### src/rtl/scan_decoder_if.sv
// Handshake-free control/decode bundle between a scan controller and scan_decoder.
// Master drives enable/mode/select/dwell; slave returns the one-hot decode, index and wrap pulse.
interface scan_decoder_if #(
  parameter int SEL_W = 4,
  parameter int DW_W  = 8
);
  localparam int N = 2 ** SEL_W;

  logic             en;
  logic             mode;
  logic [SEL_W-1:0] sel;
  logic [DW_W-1:0]  dwell;
  logic [N-1:0]     f;
  logic [SEL_W-1:0] idx;
  logic             wrap;

  modport master (output en, mode, sel, dwell, input f, idx, wrap);
  modport slave  (input en, mode, sel, dwell, output f, idx, wrap);
endinterface

### src/rtl/scan_decoder.sv
// Registered one-hot decoder with direct and auto-scan modes; outputs lag inputs by one clk edge.
// No backpressure: en=0 blanks f and freezes the index/dwell counters until re-enabled.
module scan_decoder #(
  parameter int SEL_W = 4,
  parameter int DW_W  = 8
) (
  input  logic          clk,
  input  logic          rst_n,
  scan_decoder_if.slave bus
);
  localparam int N = 2 ** SEL_W;

  typedef enum logic [1:0] {IDLE, DIRECT, SCAN} state_t;

  state_t           r_state;
  state_t           w_next;
  logic [SEL_W-1:0] r_idx;
  logic [DW_W-1:0]  r_dcnt;
  logic [N-1:0]     r_f;
  logic             r_wrap;
  logic             w_entry;
  logic             w_advance;
  logic [SEL_W-1:0] w_idx_inc;

  function automatic logic [N-1:0] onehot(input logic [SEL_W-1:0] code);
    logic [N-1:0] v;
    v = '0;
    v[code] = 1'b1;
    return v;
  endfunction

  assign w_idx_inc = r_idx + 1'b1;

  always_ff @(posedge clk) begin
    if (!rst_n) r_state <= IDLE;
    else        r_state <= w_next;
  end

  // Any arrival in SCAN from another state is a fresh entry; a frozen scan never resumes.
  always_comb begin
    w_next    = r_state;
    w_entry   = 1'b0;
    w_advance = 1'b0;
    if (!bus.en) begin
      w_next = IDLE;
    end else if (!bus.mode) begin
      w_next = DIRECT;
    end else begin
      w_next = SCAN;
      if (r_state != SCAN)          w_entry   = 1'b1;
      else if (r_dcnt >= bus.dwell) w_advance = 1'b1;
    end
  end

  always_ff @(posedge clk) begin
    if (!rst_n) begin
      r_idx  <= '0;
      r_dcnt <= '0;
      r_f    <= '0;
      r_wrap <= 1'b0;
    end else if (!bus.en) begin
      r_f    <= '0;
      r_wrap <= 1'b0;
    end else if (!bus.mode || w_entry) begin
      r_idx  <= bus.sel;
      r_dcnt <= '0;
      r_f    <= onehot(bus.sel);
      r_wrap <= 1'b0;
    end else if (w_advance) begin
      r_idx  <= w_idx_inc;
      r_dcnt <= '0;
      r_f    <= onehot(w_idx_inc);
      r_wrap <= (r_idx == SEL_W'(N - 1));
    end else begin
      r_dcnt <= r_dcnt + 1'b1;
      r_wrap <= 1'b0;
    end
  end

  assign bus.f    = r_f;
  assign bus.idx  = r_idx;
  assign bus.wrap = r_wrap;
endmodule

### src/flat_wrapper.sv
// flat-port wrapper written by rule: the top's interface ports become plain ports
module scan_decoder_flat 
#(
  parameter int SEL_W = 4,
  parameter int DW_W  = 8
)
  (clk, rst_n, bus_en, bus_mode, bus_sel, bus_dwell, bus_f, bus_idx, bus_wrap);
  scan_decoder_if #(.SEL_W(SEL_W), .DW_W(DW_W)) bus_i ();
  input  logic clk;
  input  logic rst_n;
  input wire logic [$bits(bus_i.en)-1:0] bus_en;
  input wire logic [$bits(bus_i.mode)-1:0] bus_mode;
  input wire logic [$bits(bus_i.sel)-1:0] bus_sel;
  input wire logic [$bits(bus_i.dwell)-1:0] bus_dwell;
  output wire logic [$bits(bus_i.f)-1:0] bus_f;
  output wire logic [$bits(bus_i.idx)-1:0] bus_idx;
  output wire logic [$bits(bus_i.wrap)-1:0] bus_wrap;
  assign bus_i.en = bus_en;
  assign bus_i.mode = bus_mode;
  assign bus_i.sel = bus_sel;
  assign bus_i.dwell = bus_dwell;
  assign bus_f = bus_i.f;
  assign bus_idx = bus_i.idx;
  assign bus_wrap = bus_i.wrap;
  scan_decoder #(.SEL_W(SEL_W), .DW_W(DW_W)) u_core (.clk(clk), .rst_n(rst_n), .bus(bus_i));
endmodule
### config.mk
export PLATFORM = sky130hd
export DESIGN_NAME = scan_decoder_flat
export DESIGN_NICKNAME = d
export VERILOG_FILES = /design/src/rtl/scan_decoder_if.sv /design/src/rtl/scan_decoder.sv /design/src/flat_wrapper.sv
export SDC_FILE = /design/constraint.sdc
export NUM_CORES = 1
export LEC_CHECK = 0
export ABC_AREA = 0
export BUFFER_PORTS_ARGS = -buffer_cell sky130_fd_sc_hd__buf_2
export CORE_ASPECT_RATIO = 1.75
export CORE_UTILIZATION = 40
export CTS_CLUSTER_SIZE = 28
export DETAILED_ROUTE_END_ITERATION = 10
export GPL_TIMING_DRIVEN = 0
export PLACE_DENSITY = 0.57
export SLEW_MARGIN = 20
export SYNTH_ARGS = -nofsm -noshare
export SYNTH_HDL_FRONTEND = slang
export SYNTH_SLANG_ARGS = --single-unit
### constraint.sdc
create_clock -name clk -period 2.9 [get_ports clk]
set_input_delay 0.29 -clock clk [delete_from_list [all_inputs] [get_ports clk]]
set_output_delay 0.29 -clock clk [all_outputs]
set_load 0.005 [all_outputs]
==> qor.json <==
{
  "place": {
    "routabilityCongestion": 0.950,
    "placement.cell_area_um2": 2170,
    "dp.final_hpwl_um": 4020,
    "place_ws_ns": 0.590,
    "placement.io_buffers": 36
  },
  "floorplan": {
    "fp.dieArea_um2": 5110,
    "die_x_um": 54.5,
    "floorplan.rows": 33,
    "fp.dieH_um": 93.8,
    "floorplan.initialDensity": 0.413,
    "total_i_o_pin_count": 37,
    "core_region_area_um2": 4670
  },
  "logic_synthesis": {
    "post_synthesis_async_set_or_reset_flop_share": 0,
    "post_synthesis_instance_total": 237,
    "post_synth.cell_area_avg_um2": 8.14,
    "post_synthesis_cell_type_with_the_largest_combined_area": "dfxtp_1",
    "post_synth_edffs": 0,
    "postSynth.topFlopCell": "dfxtp_1",
    "netlist-cell-type-count": 48,
    "number_of_register_bits_inferred_by_synthesis": 31,
    "synth-warning-count": 0,
    "synth.top_cell.area_share": 0.322,
    "seq_area_frac_synth": 0.322,
    "post_synth_design_cell_area_um2": 1930,
    "post_synth_main_area_contributors": "dfxtp_1 32%, ha_1 8.4%, mux2i_1 6.2%, nand2_1 5.5%, o21ai_0 5.5%",
    "syn_nets": 266
  },
  "timing": {
    "fin_hold_ws_ns": 0.196,
    "timing_hold_violations_final": 0,
    "setup_repair_after_global_routing_missed_its_margin": "no",
    "worst_slew_margin_rel": 0.540,
    "ratio_of_final_minimum_period_to_clock_period": 0.795,
    "setup_violations": 0,
    "highest_clock_frequency_the_design_can_meet_ghz": 0.434,
    "setup_tns_ns": 0,
    "finClkSkew_ns": 0.00918,
    "setup_ws_ns": 0.596,
    "tightest_slew_ns": 0.682,
    "final-max-slew-violation-count": 0,
    "timing.final.crit_period_ns": 2.30
  },
  "clock_tree": {
    "clock_tree.htree_level_count": 2,
    "clock_tree_from_tritoncts": "built",
    "cts_buffers": 5,
    "cts_root_buf": "clkbuf_8",
    "cts_sinks": 31,
    "clock_insertion_delay_worst_skew_ns": 0.29,
    "hold_buffers": 0,
    "postCtsResizedCells": 0,
    "clk_transition_reported_paths_ns": 0.07,
    "clock_tree.buffer_depth": 2,
    "cts_post_setup_buffers_inserted": 0
  },
  "layout": {
    "areaGrowthSynthToFinish_pct": 17.1,
    "final_cell_area_um2": 2260,
    "drive_above_1_share": 0.181,
    "insertedDiodeCount": 0,
    "nets_final": 309,
    "layout.cells.most_common": "buf_2",
    "layout.cells.most_common_list": "37 x buf_2, 31 x dfxtp_1, 28 x nand2_1, 21 x o21ai_0",
    "finish.utilization": 0.484
  },
  "min_path": {
    "hold_path_class": "in2reg"
  },
  "routing": {
    "viasPerCell": 5.64,
    "detailedRoute.firstIterationViolations": 34,
    "avgRoutedWirePerCell_um": 15.2,
    "remaining_drcs": 0,
    "antenna_violating_nets_post_route": 0,
    "route.vias.total": 1877,
    "wirelength_um": 5070,
    "drt_pre_antenna_iters": 4
  },
  "global_routing": {
    "grt_pass1_wl_um": 8330,
    "number_of_global_route_vias_before_repair": 1802,
    "grt_antenna_before_repair": 0,
    "maximum_number_of_pins_on_one_net_before_global_route_repair": 12,
    "grt_total_usage": 0.226,
    "grt_remaining_overflow": 0
  },
  "setup_path": {
    "critPathLaunchType": "flop",
    "crit_required_ns": 3.09,
    "worstSetupEndpointType": "flop",
    "cp_data_arrival_time_ns": 2.49,
    "critPathMaxFanout": 10,
    "critical_path_class": "reg2reg"
  },
  "outcome": {
    "run_status": "complete, no violations"
  },
  "pwr": {
    "max-vdd-ir-drop_uv": 309,
    "power_density_nw_per_um2": 415,
    "total_leakage_power_nw": 0.944
  },
  "run": {
    "maxCapViolations": 0
  }
}
power breakdown:
| part | total [mW] | leakage [nW] | switching, mW | internal [mW] |
|---|---|---|---|---|
| combinational | 0.150 | 0.652 | 0.0909 | 0.0587 |
| clock | 0.338 | 0.0412 | 0.171 | 0.168 |
| sequential | 0.449 | 0.252 | 0.0117 | 0.437 |
synthesized netlist by cell type, types with 7 or more instances:
cell type,number
a21oi_1,11
a31oi_1,7
dfxtp_1,31
ha_1,13
inv_1,13
mux2i_1,12
nand2_1,28
nand3_1,11
nor2_1,8
nor3_1,13
o21ai_0,21
area by class of cell:
type / instances / area [um^2]
fill: 498 / 2410
sequential: 31 / 621
buffer: 10 / 46.3
clock inverter: 2 / 12.5
clock buffer: 6 / 72.6
timing repair buffer: 36 / 180
tap: 52 / 65.1
multi-input combinational: 183 / 1210
inverter: 13 / 48.8
final timing paths:
kind,from,endpoint,slack (ns),depth (start not counted)
setup / recovery,u_core.r_dcnt[0]$_SDFFE_PN0P_,u_core.bus.idx[0]$_SDFFE_PN0P_,0.60,7
hold / removal,bus_mode,u_core.r_state[0]$_SDFF_PN0_,0.20,2
setup reg to reg,u_core.r_dcnt[0]$_SDFFE_PN0P_,u_core.bus.idx[0]$_SDFFE_PN0P_,0.60,7
hold reg to reg,u_core.bus.f[7]$_SDFFE_PN0P_,u_core.bus.f[7]$_SDFFE_PN0P_,0.45,2
metal layers:
metal / wire [um] / track usage
met5: 0 / 0
met4: 203 / 0.124
met3: 169 / 0.0421
met2: 2770 / 0.415
met1: 1920 / 0.220
registers in the layout (all words and copies together) (netlist names):
signal	count
u_core.bus.f	16
u_core.r_state	2
u_core.r_dcnt	8
u_core.bus.idx	4
u_core.bus.wrap	1
cells by family after synthesis:
kind of cell | Yosys count | share of synthesized area
buffers and inverters | 23 | 0.0493
DFF | 31 | 0.322
xor gates and xnor gates | 4 | 0.0182
and+or+nand+nor | 91 | 0.239
AOI/OAI and AO/OA | 63 | 0.225
muxes | 12 | 0.0623
adders and majority gates | 13 | 0.0844
worst max-delay path, cell delays in order, from the launching register on:
cell	delay [ns]
dfxtp_1	0.39
inv_1	0.08
ha_1	0.26
nand2b_1	0.14
a2111o_1	0.48
a211oi_4	0.47
a2111oi_0	0.18
a31o_1	0.21
stage by stage:
stage / std cells / total power, mW
floorplan: 237 / 0.553
global placement: 325 / 0.607
detailed placement: 325 / 0.608
CTS: 333 / 0.945
global route: 333 / 0.984
finish: 333 / 0.937
(Power assumes the default switching activity.)
